--- src/rtl/q_edge_counter.sv ---
// q_edge_counter: counts rising and falling transitions of q over a window of window_len samples
module q_edge_counter #(
  parameter int CNT_W = 16,
  parameter int WIN_W = 16
) (
  input  logic             clk,
  input  logic             rst,
  input  logic             q,
  input  logic             start,
  input  logic [WIN_W-1:0] window_len,
  output logic             busy,
  output logic             done,
  output logic [CNT_W-1:0] rise_cnt,
  output logic [CNT_W-1:0] fall_cnt,
  output logic             sat
);
  typedef enum logic [1:0] {IDLE, MEASURE, DONE} state_t;
  localparam logic [CNT_W-1:0] CNT_MAX = '1;
  state_t           state_q, state_d;
  logic [WIN_W-1:0] rem_q, rem_d;
  logic             q_prev_q, q_prev_d;
  logic [CNT_W-1:0] rise_q, rise_d, fall_q, fall_d;
  logic             sat_q, sat_d, busy_q, busy_d, done_q, done_d;
  logic             rise_ev, fall_ev;
  assign rise_ev = !q_prev_q && q;
  assign fall_ev = q_prev_q && !q;
  always_comb begin
    state_d  = state_q;
    rem_d    = rem_q;
    q_prev_d = q_prev_q;
    rise_d   = rise_q;
    fall_d   = fall_q;
    sat_d    = sat_q;
    unique case (state_q)
      IDLE: if (start) begin
        rise_d   = '0;
        fall_d   = '0;
        sat_d    = 1'b0;
        rem_d    = window_len;
        q_prev_d = (window_len != '0) ? q : q_prev_q;
        state_d  = (window_len != '0) ? MEASURE : DONE;
      end
      MEASURE: begin
        // an increment attempted at the ceiling raises sat instead of wrapping
        rise_d   = (rise_ev && rise_q != CNT_MAX) ? rise_q + 1'b1 : rise_q;
        fall_d   = (fall_ev && fall_q != CNT_MAX) ? fall_q + 1'b1 : fall_q;
        sat_d    = sat_q || (rise_ev && rise_q == CNT_MAX) || (fall_ev && fall_q == CNT_MAX);
        q_prev_d = q;
        rem_d    = rem_q - 1'b1;
        state_d  = (rem_q == WIN_W'(1)) ? DONE : MEASURE;
      end
      DONE:    state_d = IDLE;
      default: state_d = IDLE;
    endcase
    busy_d = (state_d == MEASURE);
    done_d = (state_d == DONE);
  end
  always_ff @(posedge clk or negedge rst) begin
    if (!rst) begin
      state_q  <= IDLE;
      rem_q    <= '0;
      q_prev_q <= 1'b0;
      rise_q   <= '0;
      fall_q   <= '0;
      sat_q    <= 1'b0;
      busy_q   <= 1'b0;
      done_q   <= 1'b0;
    end else begin
      state_q  <= state_d;
      rem_q    <= rem_d;
      q_prev_q <= q_prev_d;
      rise_q   <= rise_d;
      fall_q   <= fall_d;
      sat_q    <= sat_d;
      busy_q   <= busy_d;
      done_q   <= done_d;
    end
  end
  assign busy     = busy_q;
  assign done     = done_q;
  assign rise_cnt = rise_q;
  assign fall_cnt = fall_q;
  assign sat      = sat_q;
endmodule

--- config.mk ---
export PLATFORM = sky130hd
export DESIGN_NAME = q_edge_counter
export DESIGN_NICKNAME = d
export VERILOG_FILES = /design/src/rtl/q_edge_counter.sv
export SDC_FILE = /design/constraint.sdc
export NUM_CORES = 1
export LEC_CHECK = 0
export ABC_CLOCK_PERIOD_IN_PS = 2150
export CAP_MARGIN = 10
export CELL_PAD_IN_SITES_DETAIL_PLACEMENT = 1
export CELL_PAD_IN_SITES_GLOBAL_PLACEMENT = 2
export CORE_UTILIZATION = 29
export CTS_CLUSTER_SIZE = 30
export DETAILED_ROUTE_END_ITERATION = 7
export GPL_TIMING_DRIVEN = 0
export PLACE_DENSITY_LB_ADDON = 0.1
export SYNTH_ARGS = -nofsm -noshare
export SYNTH_HDL_FRONTEND = slang
export SYNTH_SLANG_ARGS = --single-unit
--- constraint.sdc ---
create_clock -name clk -period 2.15 [get_ports clk]
set_input_delay 0.215 -clock clk [delete_from_list [all_inputs] [get_ports clk]]
set_output_delay 0.215 -clock clk [all_outputs]
set_load 0.05 [all_outputs]
==> impl_metrics.csv, run 1 <==
group,metric,value,unit
run_status,status,"complete, no violations",
setup_path,reg2reg_depth,6,
global_route,antenna_found_initial,0,
power_and_ir_drop,combinational_share_of_power,0.387,
clocking,cts-root-to-sink-buffers,2,
synthesis,netlist_instances,354,
finish,antenna-diode-count,0,
route,routed_wire_length_per_instance,18.1,um
setup_path,critical_path.slowest_cell,"sky130_fd_sc_hd__dfrtp_2",
power_and_ir_drop,internal-power,0.00204,W
floorplan,fp.dieW,108,um
power_and_ir_drop,share_seq_of_total_power,0.450,
synthesis,synth.net_count,378,
synthesis,synth_seq_area_share,0.418,
global_route,first_pass_grt_wire_length,16.7,mm
setup_path,worstPathMaxFanout,6,
setup_path,arr_time_crit_path,2.28,ns
finish,layout.cell_area.non_filler,0.00412,mm2
synthesis,synth.lib_cells_used.distinct,54,
power_and_ir_drop,power_density,845,mW/mm2
synthesis,synth-seq-cells,54,
place,post-dp-hpwl,7.42,mm
global_route,grtUsageTotal,0.184,
power_and_ir_drop,power.static_leakage,1.68,nW
route,wl,10.1,mm
setup_path,critical-path-max-stage-delay,0.46,ns
timing,timing.final.max_slew_violations,0,
setup_path,r2r_slack,0.06,ns
setup_path,timing.critical_path.max_delay_family,"simple AND/OR/NAND/NOR gates",
synthesis,mappedNetlistArea,0.00323,mm2
setup_path,timing.critical_path.from,"rem_q[0]$_DFFE_PN0P_",
finish,final_layout_size_suffix_gt1_frac,0.0905,
power_and_ir_drop,power_frac_clock,0.163,
synthesis,synth-async-reset-ratio,1.00,
setup_path,crit_type,"reg -> reg",
global_route,grt_overflow,0,
synthesis,yosys_warnings,0,
route,met3_length,232,um
timing,worst_slew_margin_rel,0.534,
clocking,clock_latency_on_the_worst_skew_pair,0.31,ns
route,vias_per_cell,5.48,
power_and_ir_drop,vdd.ir_drop.worst,0.305,mV
route,num_vias,3067,
timing,grt_setup_unrepaired,"false",
floorplan,fp-row-count,38,
worst_hold_path,min-delay-path-class,"in -> async",
place,io_buffers,54,
route,drt-initial-drc-count,72,
floorplan,die_height,108,um
setup_path,critical_path.cell_chain,"inv_1 -> ha_2 -> or3b_4 -> nor3_1 -> mux2_2 -> a221o_1",
setup_path,cp-start-kind,"flop",
place,placedInstanceArea,0.00396,mm2
floorplan,floorplan.core_area,0.0108,mm2
clocking,clock_tree.htree_level_count,2,
setup_path,r2r-end,"rem_q[6]$_DFFE_PN0P_",
clocking,clock_tree.root_cell,"sky130_fd_sc_hd__clkbuf_8",
route,met2_length,5.09,mm
synthesis,area_share_of_the_leading_cell_type_in_the_synthesized_netlist,0.418,
power_and_ir_drop,switching_share,0.415,
setup_path,worstSetupEndpointType,"flop",
timing,finalHoldViolations,0,
setup_path,worst-path-stages,6,
clocking,cts.reportedPaths.clkPinSlew,0.10,ns
global_route,grt_max_degree,33,
finish,p_r_area_growth_vs_syn,27.4,%
route,detail-route-antenna-nets,0,
timing,timing.final.crit_share,0.970,
place,dp_cells,549,
timing,max_clock_freq,479,MHz
route,wl_met1,4.76,mm
synthesis,synthFlopType,"sky130_fd_sc_hd__dfrtp_1",
timing,setup_viol,0,
finish,num-nets-final,444,
clocking,cts_inserted_buffers,5,
setup_path,critical_path.endpoint,"rem_q[6]$_DFFE_PN0P_",
floorplan,floorplan.die_area,0.0116,mm2
timing,worst-slew-pin-transition,0.693,ns
route,dr.pass1.iters,4,
finish,final.fill_count,1280,
timing,final.min_clock_period,2.09,ns
timing,timing.hold.ws,0.429,ns
synthesis,synth_edf_count,0,
synthesis,synth.top_cells.by_area,"sky130_fd_sc_hd__dfrtp_1, sky130_fd_sc_hd__mux2i_1, sky130_fd_sc_hd__nand2_1",
route,post-route-drc-count,0,
floorplan,floorplan.initialDensity,0.298,
floorplan,floorplan.io_pins,55,
global_route,grt_pass1_vias,3142,
synthesis,yosys.area.top_type,"sky130_fd_sc_hd__dfrtp_1",
place,gp_routability_congestion,0.730,
setup_path,critical_path_buf_inv_count,1,
power_and_ir_drop,netSwitchingPower,0.00145,W
route,highest-signal-layer,"met4",
setup_path,critPathRequiredTime,2.35,ns
finish,instances_no_fill,560,
setup_path,timing.rr.start,"rem_q[0]$_DFFE_PN0P_",
job,maxCapViolations,0,
synthesis,synth.avg_cell_area,9.13,um2
clocking,cts_tree,"built",
timing,final.setup_skew,0.00550,ns
clocking,cts.sink_count,54,
[timing repair]
item | CTS | global route
endpoints found under the hold margin | 22 | 0
resized for setup | 6 | 6
endpoints found under the setup margin | 31 | 20
cloned | 0 | 0
setup buffers | 0 | 5
hold buffers | 1 | 0
[layer usage]
layer / global-route usage / vias up
met4: 0.0323 / 0
met1: 0.240 / 1550
met2: 0.327 / 39
met3: 0.0218 / 6
li1: - / 1472
met5: 0 / -
[through the flow]
| stage | TNS, ns | utilization | setup slack (ns) | total power, W |
|---|---|---|---|---|
| after global routing | 0 | 0.380 | 0.00385 | 0.00371 |
| after floorplan | 0 | - | 0.0432 | 0.00237 |
| after detailed placement | -16.44 | 0.366 | -0.546 | 0.00286 |
| after CTS | 0 | 0.375 | 0.0276 | 0.00344 |
| after global placement | -77.31 | 0.364 | -1.17 | 0.00281 |
| final | 0 | 0.380 | 0.0636 | 0.00348 |
[registers in the layout, indices dropped and copies added (netlist names)]
signal and count:
q_prev_q 1, rise_cnt 16, rem_q 16, fall_cnt 16, done 1, busy 1
state_q 2, sat 1
[power groups by stage]
stage,combinational [W],clock (W),sequential (W)
after CTS,0.00128,0.000594,0.00157
after detailed placement,0.00127,0,0.00159
final,0.00135,0.000567,0.00157
after floorplan,0.000601,0,0.00177
after global routing,0.00148,0.000623,0.00161
after global placement,0.00124,0,0.00158
[worst min-delay path by stage]
stage	endpoint	slack [ns]	cells past startpoint
2_1_floorplan	busy$_DFF_PN0_	-0.08	0
3_3_place_gp	fall_cnt[6]$_DFFE_PN0P_	0.50	1
3_5_place_dp	rise_cnt[8]$_DFFE_PN0P_	0.26	1
4_1_cts	rise_cnt[13]$_DFFE_PN0P_	0.45	2
5_1_grt	rise_cnt[8]$_DFFE_PN0P_	0.50	2
6_report	rise_cnt[8]$_DFFE_PN0P_	0.43	2
[cells by family (layout without fill, tap and decap cells)]
kind of cell               count (synthesis)  count (layout)  synth area share
and+or+nand+nor                          163             163             0.284
buffers and inverters                     26              92            0.0345
adders and majority gates                  4               4            0.0155
AOI/OAI and AO/OA                         83              83             0.173
DFF                                       54              54             0.418
muxes                                     23              23            0.0720
xor gates and xnor gates                   1               1           0.00271
[cell usage after synthesis, types with 2 or more instances]
master and count:
sky130_fd_sc_hd__nand4_1 11, sky130_fd_sc_hd__a21o_1 2, sky130_fd_sc_hd__inv_1 9, sky130_fd_sc_hd__o21ai_0 12
sky130_fd_sc_hd__o311a_1 3, sky130_fd_sc_hd__or3_1 7, sky130_fd_sc_hd__a221o_1 3, sky130_fd_sc_hd__and3_1 10
sky130_fd_sc_hd__buf_1 2, sky130_fd_sc_hd__nand2_1 43, sky130_fd_sc_hd__nand3_1 19, sky130_fd_sc_hd__o22ai_1 6
sky130_fd_sc_hd__nor3_1 8, sky130_fd_sc_hd__a211oi_1 5, sky130_fd_sc_hd__and4_1 3, sky130_fd_sc_hd__and2_1 2
sky130_fd_sc_hd__o22a_1 3, sky130_fd_sc_hd__nor2_1 16, sky130_fd_sc_hd__mux2i_1 21, sky130_fd_sc_hd__nor4_2 2
sky130_fd_sc_hd__dfrtp_1 54, sky130_fd_sc_hd__o31ai_1 6, sky130_fd_sc_hd__a21oi_1 27, sky130_fd_sc_hd__buf_2 2
sky130_fd_sc_hd__mux2_2 2, sky130_fd_sc_hd__or4_4 2, sky130_fd_sc_hd__nor4_1 12, sky130_fd_sc_hd__or3b_2 2
sky130_fd_sc_hd__ha_1 4, sky130_fd_sc_hd__or4_1 8, sky130_fd_sc_hd__o211ai_1 3, sky130_fd_sc_hd__clkbuf_1 11
sky130_fd_sc_hd__or2_2 2, sky130_fd_sc_hd__nand2b_1 11, sky130_fd_sc_hd__o311ai_0 2
[cells in the final DEF (no fill, tap or decap), types with 9 or more instances in the layout]
cell / count
sky130_fd_sc_hd__a21oi_1: 27
sky130_fd_sc_hd__and3_1: 10
sky130_fd_sc_hd__clkbuf_1: 9
sky130_fd_sc_hd__clkdlybuf4s50_1: 53
sky130_fd_sc_hd__dfrtp_1: 53
sky130_fd_sc_hd__inv_1: 9
sky130_fd_sc_hd__mux2i_1: 21
sky130_fd_sc_hd__nand2_1: 43
sky130_fd_sc_hd__nand2b_1: 11
sky130_fd_sc_hd__nand3_1: 19
sky130_fd_sc_hd__nand4_1: 11
sky130_fd_sc_hd__nor2_1: 15
sky130_fd_sc_hd__nor4_1: 12
sky130_fd_sc_hd__o21ai_0: 12
[cell type report]
| class | instances | area (um2) | share of cell area |
|---|---|---|---|
| plain buffers | 15 | 73.8 | 0.0179 |
| clock buffers | 7 | 76.3 | 0.0185 |
| inverters | 9 | 33.8 | 0.00820 |
| multi-input cells | 274 | 1800 | 0.438 |
| flip-flops and latches | 54 | 1350 | 0.328 |
| well taps | 140 | 175 | 0.0425 |
| repair buffers | 61 | 603 | 0.146 |
No activity file was read; power rests on OpenSTA's default activity.
==> inputs of run 2 (changes only) <==
CORE_MARGIN = 4   (was default)
==> run 2 against run 1 <==
  * The run now ends with negative hold slack left
  * Cell area shrank 0.82%
  * Die area is 11% higher
  * Maximum frequency grew 0.40%
  * Clock skew up 0.0024 ns
  * First-iteration DRC count rose by 44%
  * Non-clock buffer count fell by 6
  * Clock power grew 4.9%
  * Critical path type unchanged
==> impl_metrics.csv, run 2 (synthesized netlist as in run 1, its figures left out) <==
group,metric,value,unit
route,post-route-drc-count,0,
place,post-dp-hpwl,7.55,mm
floorplan,die_height,114,um
power_and_ir_drop,vdd.ir_drop.worst,0.317,mV
worst_hold_path,min-delay-path-class,"in -> async",
run_status,status,"finished, violations left",
clocking,cts.reportedPaths.clkPinSlew,0.10,ns
setup_path,arr_time_crit_path,2.30,ns
setup_path,cp-start-kind,"flop",
setup_path,timing.critical_path.max_delay_family,"simple AND/OR/NAND/NOR gates",
power_and_ir_drop,power.static_leakage,1.65,nW
power_and_ir_drop,combinational_share_of_power,0.367,
clocking,cts.sink_count,54,
clocking,clock_tree.htree_level_count,2,
floorplan,floorplan.die_area,0.0129,mm2
power_and_ir_drop,share_seq_of_total_power,0.461,
timing,timing.final.max_slew_violations,0,
timing,worst_slew_margin_rel,0.443,
setup_path,worstSetupEndpointType,"flop",
power_and_ir_drop,power_frac_clock,0.172,
global_route,antenna_found_initial,0,
clocking,cts_hold_repair.buffers,0,
power_and_ir_drop,total_power,0.00345,W
timing,timing.hold.ws,-0.00225,ns
timing,max_clock_freq,481,MHz
place,io_buffers,54,
timing,worst-slew-pin-transition,0.835,ns
job,maxCapViolations,0,
route,drt-initial-drc-count,104,
power_and_ir_drop,switching_share,0.418,
floorplan,floorplan.initialDensity,0.297,
power_and_ir_drop,power_density,845,mW/mm2
finish,antenna-diode-count,0,
finish,num-nets-final,438,
route,dr.pass1.iters,4,
floorplan,fp.dieW,114,um
setup_path,critPathRequiredTime,2.37,ns
finish,final_layout_size_suffix_gt1_frac,0.0920,
setup_path,critical_path_buf_inv_count,1,
global_route,grt_pass1_vias,3210,
timing,timing.final.crit_share,0.967,
finish,layout.cell_area.non_filler,0.00409,mm2
global_route,first_pass_grt_wire_length,16.8,mm
timing,fin_setup_tns,0,ns
timing,final.min_clock_period,2.08,ns
route,routed_wire_length_per_instance,18.5,um
setup_path,critical_path.slowest_cell,"sky130_fd_sc_hd__or4_1",
clocking,clock_tree.root_cell,"sky130_fd_sc_hd__clkbuf_8",
floorplan,floorplan.core_area,0.0109,mm2
timing,setup_viol,0,
finish,most-common-layout-cells,"sky130_fd_sc_hd__clkdlybuf4s50_1, sky130_fd_sc_hd__dfrtp_1, sky130_fd_sc_hd__nand2_1",
timing,final.setup_skew,0.00793,ns
place,placedInstanceArea,0.00396,mm2
run_status,failed_checks,"negative hold slack",
setup_path,worstPathMaxFanout,6,
timing,grt_setup_unrepaired,"false",
route,num_vias,3083,
clocking,clock_latency_on_the_worst_skew_pair,0.31,ns
finish,final_common_cell,"sky130_fd_sc_hd__clkdlybuf4s50_1",
clocking,cts-root-to-sink-buffers,2,
global_route,grt_max_degree,34,
clocking,cts_inserted_buffers,5,
power_and_ir_drop,internal-power,0.00201,W
power_and_ir_drop,netSwitchingPower,0.00144,W
route,wl,10.2,mm
place,gp_routability_congestion,0.759,
timing,finalHoldViolations,5,
finish,p_r_area_growth_vs_syn,26.4,%
floorplan,fp-row-count,38,
setup_path,critical_path.cell_chain,"or4_1 -> clkbuf_1 -> nor3_1 -> nand3_1 -> a21oi_1",
global_route,grt_overflow,0,
setup_path,critical-path-max-stage-delay,0.53,ns
setup_path,crit_type,"reg -> reg",
route,detail-route-antenna-nets,0,
floorplan,floorplan.io_pins,55,
global_route,grtUsageTotal,0.162,
route,vias_per_cell,5.58,
clocking,cts_tree,"built",
## run 2: cell count changes in the layout (fill, tap and decap cells not counted)
cell                            before  now
sky130_fd_sc_hd__or4_4               2    3
sky130_fd_sc_hd__clkbuf_1            9    7
sky130_fd_sc_hd__dfrtp_2             1    4
sky130_fd_sc_hd__clkbuf_8            5    6
sky130_fd_sc_hd__dlygate4sd3_1       1    0
sky130_fd_sc_hd__buf_4               6    1
sky130_fd_sc_hd__dfrtp_1            53   50
sky130_fd_sc_hd__or4_1               8    7
## run 2: layout make-up
| type | count | area [um2] |
|---|---|---|
| Sequential cell | 54 | 1360 |
| Timing Repair Buffer | 55 | 556 |
| Tap cell | 140 | 175 |
| Multi-Input combinational cell | 274 | 1810 |
| Fill cell | 1310 | 6800 |
| Inverter | 9 | 33.8 |
| Clock buffer | 6 | 82.6 |
| Buffer | 15 | 73.8 |
## run 2: metal layers
metal,track usage,part of all wire,vias to the layer above
li1,-,-,1462
met1,0.213,0.47,1559
met2,0.283,0.49,54
met3,0.0244,0.028,8
met4,0.0304,0.010,0
met5,0,0,-
## run 2: power by group through the flow
stage	clock network (W)	logic, W	registers (W)
after floorplan	0	0.000601	0.00177
final	0.000595	0.00127	0.00159
after CTS	0.000630	0.00128	0.00158
after global placement	0	0.00124	0.00158
after global routing	0.000668	0.00140	0.00165
after detailed placement	0	0.00127	0.00159
## run 2: what timing repair did
| item | in CTS | in global routing |
|---|---|---|
| buffers inserted | 0 | 0 |
| resized for setup | 7 | 8 |
| endpoints found under the setup margin | 31 | 9 |
| pin swaps | 0 | 1 |
## run 2: path summary, 6_finish.rpt
path / from / endpoint / slack (ns) / cells after the start
worst max-delay path: rem_q[10]$_DFFE_PN0P_ / done$_DFF_PN0_ / 0.07 / 5
worst min-delay path: rst / rise_cnt[10]$_DFFE_PN0P_ / -0.002 / 1
worst max register to register: rem_q[10]$_DFFE_PN0P_ / done$_DFF_PN0_ / 0.07 / 5
worst min register to register: fall_cnt[6]$_DFFE_PN0P_ / fall_cnt[6]$_DFFE_PN0P_ / 0.52 / 1
max in group asynchronous: rst / fall_cnt[3]$_DFFE_PN0P_ / 1.53 / 2
min in group clk: fall_cnt[6]$_DFFE_PN0P_ / fall_cnt[6]$_DFFE_PN0P_ / 0.52 / 1
## run 2: metrics by stage
step	setup slack [ns]	util	hold WS, ns	cells
after CTS	0.0349	0.373	0.0295	554
final	0.0719	0.375	-0.00225	553
after detailed placement	-0.551	0.364	0.376	549
after floorplan	0.0432	-	-0.0806	354
after global routing	0.00758	0.375	0.0596	553
after global placement	-1.15	0.363	0.508	548
